--- config.mk ---
export PLATFORM = sky130hd
export DESIGN_NAME = clock_reset_sequencer
export DESIGN_NICKNAME = d
export VERILOG_FILES = /design/src/rtl/clock_reset_sequencer.sv
export SDC_FILE = /design/constraint.sdc
export NUM_CORES = 1
export LEC_CHECK = 0
export BUFFER_PORTS_ARGS = -buffer_cell sky130_fd_sc_hd__buf_2
export CAP_MARGIN = 40
export CORE_AREA = 3 3 70 72
export DETAILED_ROUTE_END_ITERATION = 10
export DIE_AREA = 0 0 73 75
export GPL_ROUTABILITY_DRIVEN = 0
export HOLD_SLACK_MARGIN = 0.02
export PLACE_DENSITY = 0.83
export SYNTH_ARGS = -nofsm -noshare
export SYNTH_HDL_FRONTEND = slang
export SYNTH_SLANG_ARGS = --single-unit
--- constraint.sdc ---
create_clock -name clock -period 2.45 [get_ports clock]
set_input_delay 0.49 -clock clock [delete_from_list [all_inputs] [get_ports clock]]
set_output_delay 0.49 -clock clock [all_outputs]
set_load 0.01 [all_outputs]
--- src/rtl/clock_reset_sequencer.sv ---
`default_nettype none
// +----------------------------------------------------------------------------+
// | Module      : clock_reset_sequencer                                        |
// | Description : Ordered reset release (memories, regfile, core), core clock  |
// |               enable divider and orderly halt/resume with frozen state.    |
// | Revision    : 1.0  initial release                                         |
// +----------------------------------------------------------------------------+
module clock_reset_sequencer #(
    parameter int HOLD_CYCLES = 4,
    parameter int STAGE_GAP   = 2,
    parameter int DIV         = 2,
    parameter int CNT_W       = 32
) (
    input  logic             clock,
    input  logic             reset,
    input  logic             halt,
    input  logic             resume,
    output logic             imem_rst,
    output logic             dmem_rst,
    output logic             regfile_rst,
    output logic             processor_rst,
    output logic             mem_en,
    output logic             processor_en,
    output logic             running,
    output logic             halted,
    output logic [2:0]       state,
    output logic [CNT_W-1:0] cycle_count
);

    localparam logic [2:0] c_ST_RST     = 3'd0;
    localparam logic [2:0] c_ST_HOLD    = 3'd1;
    localparam logic [2:0] c_ST_REL_MEM = 3'd2;
    localparam logic [2:0] c_ST_REL_RF  = 3'd3;
    localparam logic [2:0] c_ST_RUN     = 3'd4;
    localparam logic [2:0] c_ST_DRAIN   = 3'd5;
    localparam logic [2:0] c_ST_HALTED  = 3'd6;

    // One shared timer serves HOLD and every STAGE_GAP-long stage.
    localparam int c_TMR_MAX = (HOLD_CYCLES > STAGE_GAP) ? HOLD_CYCLES : STAGE_GAP;
    localparam int c_TMR_W   = (c_TMR_MAX > 1) ? $clog2(c_TMR_MAX) : 1;
    localparam int c_DIV_W   = (DIV > 1) ? $clog2(DIV) : 1;

    localparam logic [c_TMR_W-1:0] c_HOLD_LAST = c_TMR_W'(HOLD_CYCLES - 1);
    localparam logic [c_TMR_W-1:0] c_GAP_LAST  = c_TMR_W'(STAGE_GAP - 1);
    localparam logic [c_TMR_W-1:0] c_TMR_ONE   = c_TMR_W'(1);
    localparam logic [c_DIV_W-1:0] c_DIV_LAST  = c_DIV_W'(DIV - 1);
    localparam logic [c_DIV_W-1:0] c_DIV_ONE   = c_DIV_W'(1);
    localparam logic [CNT_W-1:0]   c_CNT_MAX   = '1;
    localparam logic [CNT_W-1:0]   c_CNT_ONE   = CNT_W'(1);

    logic [2:0]         r_state;
    logic [c_TMR_W-1:0] r_timer;
    logic [c_DIV_W-1:0] r_div;
    logic               r_imem_rst;
    logic               r_dmem_rst;
    logic               r_regfile_rst;
    logic               r_processor_rst;
    logic               r_mem_en;
    logic               r_processor_en;
    logic               r_running;
    logic               r_halted;
    logic [CNT_W-1:0]   r_count;

    logic [2:0]         w_state_nxt;
    logic [c_TMR_W-1:0] w_timer_nxt;
    logic [c_DIV_W-1:0] w_div_nxt;
    logic               w_en_nxt;

    always_comb begin
        w_state_nxt = r_state;
        w_timer_nxt = r_timer;
        w_div_nxt   = r_div;
        case (r_state)
            c_ST_RST: begin
                w_state_nxt = c_ST_HOLD;
                w_timer_nxt = '0;
            end
            c_ST_HOLD: begin
                if (r_timer == c_HOLD_LAST) begin
                    w_state_nxt = c_ST_REL_MEM;
                    w_timer_nxt = '0;
                end else begin
                    w_timer_nxt = r_timer + c_TMR_ONE;
                end
            end
            c_ST_REL_MEM: begin
                if (r_timer == c_GAP_LAST) begin
                    w_state_nxt = c_ST_REL_RF;
                    w_timer_nxt = '0;
                end else begin
                    w_timer_nxt = r_timer + c_TMR_ONE;
                end
            end
            c_ST_REL_RF: begin
                if (r_timer == c_GAP_LAST) begin
                    w_state_nxt = c_ST_RUN;
                    w_timer_nxt = '0;
                    w_div_nxt   = '0;
                end else begin
                    w_timer_nxt = r_timer + c_TMR_ONE;
                end
            end
            c_ST_RUN: begin
                if (halt) begin
                    w_state_nxt = c_ST_DRAIN;
                    w_timer_nxt = '0;
                end else if (r_div == c_DIV_LAST) begin
                    w_div_nxt = '0;
                end else begin
                    w_div_nxt = r_div + c_DIV_ONE;
                end
            end
            c_ST_DRAIN: begin
                if (r_timer == c_GAP_LAST) begin
                    w_state_nxt = c_ST_HALTED;
                    w_timer_nxt = '0;
                end else begin
                    w_timer_nxt = r_timer + c_TMR_ONE;
                end
            end
            c_ST_HALTED: begin
                // halt has priority, so a simultaneous resume is dropped
                if (resume && !halt) begin
                    w_state_nxt = c_ST_RUN;
                    w_div_nxt   = '0;
                end
            end
            default: begin
                w_state_nxt = c_ST_RST;
                w_timer_nxt = '0;
                w_div_nxt   = '0;
            end
        endcase
    end

    assign w_en_nxt = (w_state_nxt == c_ST_RUN) && (w_div_nxt == c_DIV_LAST);

    // Outputs are decoded from the next state so they change on the same edge as state.
    always_ff @(posedge clock) begin
        if (reset) begin
            r_state         <= c_ST_RST;
            r_timer         <= '0;
            r_div           <= '0;
            r_imem_rst      <= 1'b1;
            r_dmem_rst      <= 1'b1;
            r_regfile_rst   <= 1'b1;
            r_processor_rst <= 1'b1;
            r_mem_en        <= 1'b0;
            r_processor_en  <= 1'b0;
            r_running       <= 1'b0;
            r_halted        <= 1'b0;
            r_count         <= '0;
        end else begin
            r_state         <= w_state_nxt;
            r_timer         <= w_timer_nxt;
            r_div           <= w_div_nxt;
            r_imem_rst      <= (w_state_nxt == c_ST_RST) || (w_state_nxt == c_ST_HOLD);
            r_dmem_rst      <= (w_state_nxt == c_ST_RST) || (w_state_nxt == c_ST_HOLD);
            r_regfile_rst   <= (w_state_nxt == c_ST_RST) || (w_state_nxt == c_ST_HOLD) ||
                               (w_state_nxt == c_ST_REL_MEM);
            r_processor_rst <= (w_state_nxt == c_ST_RST) || (w_state_nxt == c_ST_HOLD) ||
                               (w_state_nxt == c_ST_REL_MEM) || (w_state_nxt == c_ST_REL_RF);
            r_mem_en        <= (w_state_nxt == c_ST_REL_MEM) || (w_state_nxt == c_ST_REL_RF) ||
                               (w_state_nxt == c_ST_RUN) || (w_state_nxt == c_ST_DRAIN);
            r_processor_en  <= w_en_nxt;
            r_running       <= (w_state_nxt == c_ST_RUN);
            r_halted        <= (w_state_nxt == c_ST_HALTED);
            if (w_en_nxt && (r_count != c_CNT_MAX)) begin
                r_count <= r_count + c_CNT_ONE;
            end
        end
    end

    assign state         = r_state;
    assign imem_rst      = r_imem_rst;
    assign dmem_rst      = r_dmem_rst;
    assign regfile_rst   = r_regfile_rst;
    assign processor_rst = r_processor_rst;
    assign mem_en        = r_mem_en;
    assign processor_en  = r_processor_en;
    assign running       = r_running;
    assign halted        = r_halted;
    assign cycle_count   = r_count;

endmodule
`default_nettype wire

; Word-level counts from Yosys, hierarchy flattened
; Index checks and enable logic that the tools add are counted.
[word_totals]
mem_bits_rw = 0
in_bits = 4
latch_bits = 0
wordCells = 62
out_inout_bits = 43
rom_bits = 0
mem_count = 0
regBits = 45
[classes]
bitwise = 1
n_addsub = 3
div = 0
mux = 16
shift = 0
mul = 0
eq_ne = 16
magnitude_cmp = 0
n_reduce_logical = 15
[ops]
columns = op, count
row1 = "32-bit by 1-bit adder with 32-bit output, second input constant", 1
row2 = "32-bit inequality test, second input constant", 1
row3 = 3-bit one-hot mux with 7 select lines, 1
row4 = "3-bit == test, second input constant", 6
row5 = 3-bit two-way mux, 6
row6 = "3-bit by 2-bit == test with 1-bit output, second input constant", 4
row7 = 2-bit one-hot mux with 4 select lines, 1
row8 = "3-bit by 1-bit == test with 1-bit output, second input constant", 2
row9 = 3-bit logical NOT, 2
row10 = 1-bit logical OR, 6
row11 = 2-bit two-way mux, 3
row12 = 1-bit two-way mux, 4
row13 = 1-bit one-hot mux with 4 select lines, 1
row14 = 4-bit OR reduction, 1
row15 = 1-bit logical AND, 3
row16 = 3-bit OR reduction, 1
row17 = "2-bit by 1-bit adder with 2-bit output, second input constant", 1
row18 = "2-bit by 1-bit == test with 1-bit output, second input constant", 1
row19 = "2-bit == test, second input constant", 1
row20 = "2-bit inequality test, second input constant", 1
row21 = 2-bit AND reduction, 1
row22 = "1-bit adder, second input constant", 1
row23 = 1-bit logical NOT, 1
row24 = 1-bit inverter, 1

; Logic depth before layout (Yosys ltp)
; Gate-level depths: netlist of run 1.
[depth]
depth_word = 8
ltp_mapped = 10
mapped_depth_nobuf = 8

; Least setup slack after synthesis of run 1
; OpenSTA, ideal clock, no wires.
[synth_path]
kind = reg-to-reg
start = register r_timer[1]
end = register r_count[7] (netlist: cycle_count[7])
path_slack_ns = 0.212
setup_time_ns = 0.123
synth_period_minus_slack_ns = 2.238
path_stages_with_launch = 10
n_path_buf = 1
arrival_ns = 2.114
required_time_ns = 2.327
cell_sequence = dfxtp_1 inv_1 ha_1 nand2b_1 a21o_1 a32oi_4 nand3_2 buf_2 nor3_1 mux2_1
[synth_via]
elab_chain_len = 6
elab_cells_between_ends = 12
cone_classes = eq/ne: 3 / mux: 7 / reduce/logical: 2
[synth_lines]
columns = item, line_no
row1 = "start, declared", 52  ; logic [c_TMR_W-1:0] r_timer;
row2 = "start signal, assigned", 155  ; r_timer <= w_timer_nxt;
row3 = 2-bit by 1-bit == test with 1-bit output / 2-bit == test (equally long branches), n/a
row4 = "3-bit two-way mux, on equally long branches", n/a
row5 = 3-bit one-hot mux with 7 select lines, 73  ; case (r_state)
row6 = 3-bit == test, 136  ; assign w_en_nxt = (w_state_nxt == c_ST_RUN) && (w_div_nxt == c_DIV_LAST);
row7 = 1-bit logical AND (*), 136
row8 = 1-bit logical AND (*), 168  ; if (w_en_nxt && (r_count != c_CNT_MAX)) begin
row9 = "end signal, assigned", 169  ; r_count <= r_count + c_CNT_ONE;
row10 = "end, declared", 62  ; logic [CNT_W-1:0] r_count;
; Every way passes the cells marked *; elsewhere a longest branch is shown, timed or not.
; A chain may end at the register's enable or synchronous reset.

; Worst setup path in the final report of run 1
[layout_path]
start = register r_timer[1]
end = register r_count[28] (netlist: cycle_count[28])
; Same word-level chain as after synthesis.

==> flow_summary.ini, run 1 <==
[critical_path]
critical_path_class = flip-flop to flip-flop
worstSetupEndpointType = flip-flop
cp.required_ps = 2680
critPathMaxFanout = 7
r2r_cells = 9
slowest_delay_ps = 530
start_kind = flip-flop
crit_chain = inv_1 -> ha_4 -> nand2b_1 -> a21o_1 -> a32oi_4 -> buf_6 -> nand4_1 -> or4_1 -> a21oi_1
crit_path_top_delay_cell = or4_1
worstPathArrival_ps = 2570

[clocking]
clock-root-buffer = clkbuf_8
cts_inserted_buffers = 5
cts_buffer_depth = 2
clk_pin_slew_ps = 90
tritoncts = done
clk_latency_ps = 300
clock-sinks = 45
htreeDepth = 2

[timing]
hold_ws_ps = 513
setup_violations = 0
fin_tns_setup_ps = 0
hold_viol_final = 0
setup_ws_ps = 106
worst_pin_slew_ps = 564
slew_headroom = 0.624
max_freq_ghz = 0.427
final.setup_skew_ps = 9.44
drv_slew = 0
fin_crit_sh = 0.957
layout_min_cycle_time_ps = 2340

[synth]
synth_top_family_by_area = simple AND/OR/NAND/NOR gates
synth_compound_area_frac = 0.202
ys_seq_area_frac = 0.386
synth_fa_ha_area_frac = 0.0215
synth_xor_area_frac = 0.0150
netlist_instances = 278
yosysUniqueCellTypes = 47
synth_mux_area_frac = 0.00912
syn_nets = 286
netlist_area_mm2 = 0.00233
ys_ff_latch = 45
synth_area_per_cell_um2 = 8.39
ys_warn_count = 0
synth-simple-area-share = 0.319

[routing]
antenna_left = 0
drt-total-wl_mm = 5.61
wire_per_inst_um = 14.4
via_per_inst = 5.95
dr.pass1.iters = 4
drc = 0
via_count = 2319
drtIter0Drc = 183

[placement]
detailed_place_hpwl_mm = 3.94
port_buffers = 46
pre_cts_slack_ps = 9.56

[global_route]
grt_max_degree = 30
grt_usage = 0.216
grt_pass1_vias = 2091
grt_pass1_wl_mm = 9.34
antenna_found_initial = 0
grt_overflow = 0

[power]
p_leak_nw = 1.09
p_sw_frac = 0.223
power.switching_w = 0.000310
comb_power_share = 0.063
p_seq_frac = 0.536
peakVddDrop_uv = 292
clockPowerShare = 0.401
p_total_w = 0.00139
power.internal_w = 0.00108
p_per_area_mw_per_mm2 = 489

[layout]
fin_nets = 345
syn_to_final_growth_pct = 21.8
n_antenna_cell = 0
fillers = 362
largest_reg_flops = 32
drive_gt1_frac = 0.249

[die]
die_area_mm2 = 0.00548
rows = 24
die_x_um = 73
core-area_mm2 = 0.00435
ios = 47
start_util = 0.536
die_y_um = 75

[outcome]
status = complete, no violations

[min_path]
hp-class = flip-flop to flip-flop
hold_path_depth = 2

[flow_run]
max-cap-violations = 0
-- power groups by stage --
| stage | Combinational, W | Clock, W | Sequential (W) |
|---|---|---|---|
| 6_report | 0.0000873 | 0.000557 | 0.000745 |
| 5_1_grt | 0.0000956 | 0.000609 | 0.000747 |
| 4_1_cts | 0.0000789 | 0.000567 | 0.000744 |
| 3_5_place_dp | 0.0000780 | 0 | 0.000761 |
| 3_3_place_gp | 0.0000755 | 0 | 0.000761 |
| 2_1_floorplan | 0.0000544 | 0 | 0.000760 |
-- cell usage after synthesis (all sizes together) --
| library cell | instances | area [um^2] |
|---|---|---|
| nand2 | 21 | 78.8 |
| buf | 8 | 60.1 |
| nand3 | 15 | 80.1 |
| o21ba | 1 | 10.0 |
| a32oi | 1 | 27.5 |
| o31ai | 13 | 103 |
| a21oi | 36 | 180 |
| or3 | 15 | 93.8 |
| nand4 | 12 | 90.1 |
| mux2i | 1 | 10.0 |
| xor2 | 3 | 26.3 |
| and4b | 2 | 20.0 |
| nor3 | 3 | 15.0 |
| o21a | 1 | 7.51 |
| a21o | 1 | 7.51 |
| mux2 | 1 | 11.3 |
| dfxtp | 45 | 901 |
| nor2b | 6 | 37.5 |
| nor2 | 20 | 75.1 |
| or4 | 11 | 82.6 |
| o221ai | 1 | 8.76 |
| nor3b | 3 | 27.5 |
| and4 | 2 | 17.5 |
| o21ai | 18 | 90.1 |
| xnor2 | 1 | 8.76 |
| and2 | 1 | 6.26 |
| clkbuf | 5 | 18.8 |
| and3b | 1 | 8.76 |
| inv | 8 | 30.0 |
| ha | 4 | 50.1 |
| a21bo | 1 | 10.0 |
| a211oi | 2 | 27.5 |
| and3 | 4 | 25.0 |
| nand2b | 5 | 31.3 |
| or2 | 2 | 12.5 |
| nor4 | 2 | 27.5 |
| nand3b | 2 | 15.0 |
-- final timing paths --
check                                                     to                          from  slack [ps]
worst min-delay path            cycle_count[12]$_SDFFE_PP0P_  cycle_count[12]$_SDFFE_PP0P_         510
worst max-delay path            cycle_count[28]$_SDFFE_PP0P_       r_timer[1]$_SDFFE_PP0P_         110
worst max register to register  cycle_count[28]$_SDFFE_PP0P_       r_timer[1]$_SDFFE_PP0P_         110
worst min register to register  cycle_count[12]$_SDFFE_PP0P_  cycle_count[12]$_SDFFE_PP0P_         510
-- per-stage QoR --
step / util / cell area, um^2 / std cells
floorplan: - / 2330 / 278
global placement: 0.613 / 2670 / 379
detailed placement: 0.613 / 2670 / 379
CTS: 0.642 / 2800 / 389
global route: 0.652 / 2840 / 390
finish: 0.652 / 2840 / 390
-- critical path: cells and delay by family, from the launching register on --
| kind | cells | cell delay (ps) |
|---|---|---|
| simple gates | 3 | 890 |
| compound gates | 3 | 660 |
| buf+inv | 2 | 230 |
| fa+ha+maj | 1 | 180 |
| flops | 1 | 330 |
-- layer usage --
| metal | global-route usage | part of all wire |
|---|---|---|
| met5 | 0 | 0 |
| met4 | 0.100 | 0.011 |
| met3 | 0.0307 | 0.058 |
| met2 | 0.352 | 0.47 |
| met1 | 0.283 | 0.46 |
-- repair_timing --
| action | CTS | global route |
|---|---|---|
| buffers inserted | 2 | 1 |
| endpoints found under the hold margin | 0 | 0 |
| hold buffers | 0 | 0 |
| gates cloned | 0 | 0 |
| resized for setup | 0 | 9 |
| setup endpoints to repair | 1 | 24 |
| pin swaps | 0 | 2 |
-- cell families after synthesis --
kind of cell | after synthesis
AOI/OAI and AO/OA | 75
muxes | 2
xor gates and xnor gates | 4
adders and majority gates | 4
and+or+nand+nor | 127
buffers and inverters | 21
DFF | 45
-- cells in the final DEF (no fill, tap or decap), drive strengths merged, types with 6 or more instances in the layout --
| cell type | instances |
|---|---|
| clkbuf | 6 |
| buf | 65 |
| a21oi | 36 |
| o31ai | 13 |
| inv | 8 |
| nor2 | 20 |
| nor2b | 6 |
| or3 | 15 |
| dfxtp | 45 |
| o21ai | 18 |
| nand2 | 21 |
| nand4 | 12 |
| or4 | 11 |
| nand3 | 15 |
-- area by class of cell --
type	instances	area, um^2	area share
inverter	8	30.0	0.0106
sequential	45	905	0.319
timing repair buffer	65	380	0.134
tap	52	65.1	0.0229
clock buffer	6	72.6	0.0256
clock inverter	2	38.8	0.0137
multi-input combinational	212	1350	0.475
(Power assumes the default switching activity.)
==> run 2: changes to the inputs <==
--- a/config.mk
+++ b/config.mk
@@ -7,9 +7,9 @@
 export LEC_CHECK = 0
 export BUFFER_PORTS_ARGS = -buffer_cell sky130_fd_sc_hd__buf_2
 export CAP_MARGIN = 40
-export CORE_AREA = 3 3 70 72
+export CORE_AREA = 3 3 54 93
 export DETAILED_ROUTE_END_ITERATION = 10
-export DIE_AREA = 0 0 73 75
+export DIE_AREA = 0 0 57 96
 export GPL_ROUTABILITY_DRIVEN = 0
 export HOLD_SLACK_MARGIN = 0.02
 export PLACE_DENSITY = 0.83
==> flow_summary.ini, run 2 (same netlist as run 1, synthesis figures left out) <==
[outcome]
status = complete, no violations

[layout]
fin_nets = 340
largest_reg_flops = 32
mostFrequentLayoutCells = buf_2 (46), dfxtp_1 (40), a21oi_1 (35)
final_common_cell = buf_2
syn_to_final_growth_pct = 19.6
n_antenna_cell = 0
drive_gt1_frac = 0.255

[global_route]
grt_pass1_wl_mm = 9.45
grt_pass1_vias = 2095
grt_usage = 0.214
antenna_found_initial = 0
grt_max_degree = 36
grt_overflow = 0

[routing]
drc = 0
via_count = 2330
dr.pass1.iters = 4
drt-total-wl_mm = 5.75
drtIter0Drc = 125
antenna_left = 0
wire_per_inst_um = 15.0
via_per_inst = 6.07

[critical_path]
cp.required_ps = 2680
critical_path_class = flip-flop to flip-flop
worstPathArrival_ps = 2510
worstSetupEndpointType = flip-flop
start_kind = flip-flop
reg2reg_slack_ps = 170
critPathMaxFanout = 7

[timing]
drv_slew = 0
setup_violations = 0
layout_min_cycle_time_ps = 2280
worst_pin_slew_ps = 556
fin_tns_setup_ps = 0
slew_headroom = 0.629
hold_viol_final = 0
rsz0062_at_grt = no
hold_ws_ps = 499
fin_crit_sh = 0.932
final.setup_skew_ps = 7.58
max_freq_ghz = 0.438

[clocking]
clock-sinks = 45
clock-root-buffer = clkbuf_8
clk_pin_slew_ps = 80
cts_buffer_depth = 2
tritoncts = done
htreeDepth = 2
clk_latency_ps = 300
cts_inserted_buffers = 5

[placement]
port_buffers = 46
detailed_place_hpwl_mm = 4.08

[die]
die_area_mm2 = 0.00547
rows = 32
start_util = 0.530
ios = 47
core-area_mm2 = 0.00440
die_y_um = 96
die_x_um = 57

[power]
p_per_area_mw_per_mm2 = 456
p_total_w = 0.00127
p_leak_nw = 1.06
peakVddDrop_uv = 419

[flow_run]
max-cap-violations = 0

[min_path]
hp-class = flip-flop to flip-flop
run 2: worst max-delay path: stages (launching register included):
cell,delay (ps)
dfxtp_4,370
inv_1,60
ha_4,180
nand2b_4,150
a21o_1,190
a32oi_4,250
nand4_1,270
or4_4,600
a21oi_1,150
run 2: area by class of cell:
class / count / area, um^2
Clock buffer: 6 / 72.6
Clock inverter: 2 / 10.0
Fill cell: 401 / 1610
Inverter: 8 / 30.0
Multi-Input combinational cell: 212 / 1360
Sequential cell: 45 / 910
Tap cell: 51 / 63.8
Timing Repair Buffer: 60 / 348
run 2: metrics by stage:
step	setup slack [ps]	area [um^2]	utilization	std cells
after detailed placement	-89.0	2640	0.600	373
after floorplan	212	2330	-	278
after global placement	91.2	2640	0.600	373
final	167	2790	0.634	384
after global routing	28.6	2790	0.634	384
after CTS	17.6	2750	0.624	384
run 2: timing repair:
item / in CTS / in global routing
setup buffers: 3 / 0
endpoints found under the setup margin: 10 / 19
hold buffers: 0 / 0
cloned: 0 / 0
pin swaps: 1 / 6
resized for setup: 1 / 11
run 2: final timing paths:
path	start	to	cells past startpoint
setup / recovery	r_timer[1]$_SDFFE_PP0P_	cycle_count[24]$_SDFFE_PP0P_	8
hold / removal	cycle_count[12]$_SDFFE_PP0P_	cycle_count[12]$_SDFFE_PP0P_	2
setup reg to reg	r_timer[1]$_SDFFE_PP0P_	cycle_count[24]$_SDFFE_PP0P_	8
hold reg to reg	cycle_count[12]$_SDFFE_PP0P_	cycle_count[12]$_SDFFE_PP0P_	2
run 2: power by group:
| group | internal [W] | switching (W) | total, W |
|---|---|---|---|
| clock network | 0.000198 | 0.000250 | 0.000448 |
| logic | 0.0000324 | 0.0000448 | 0.0000772 |
| registers | 0.000737 | 0.0000114 | 0.000749 |
| total | 0.000968 | 0.000306 | 0.00127 |
run 2: layer usage:
layer | vias up | GRT usage | wire (um)
met3 | 19 | 0.0389 | 271
met1 | 1103 | 0.237 | 2270
met2 | 73 | 0.388 | 3070
met4 | 0 | 0.103 | 136
met5 | - | 0 | 0
li1 | 1135 | - | -
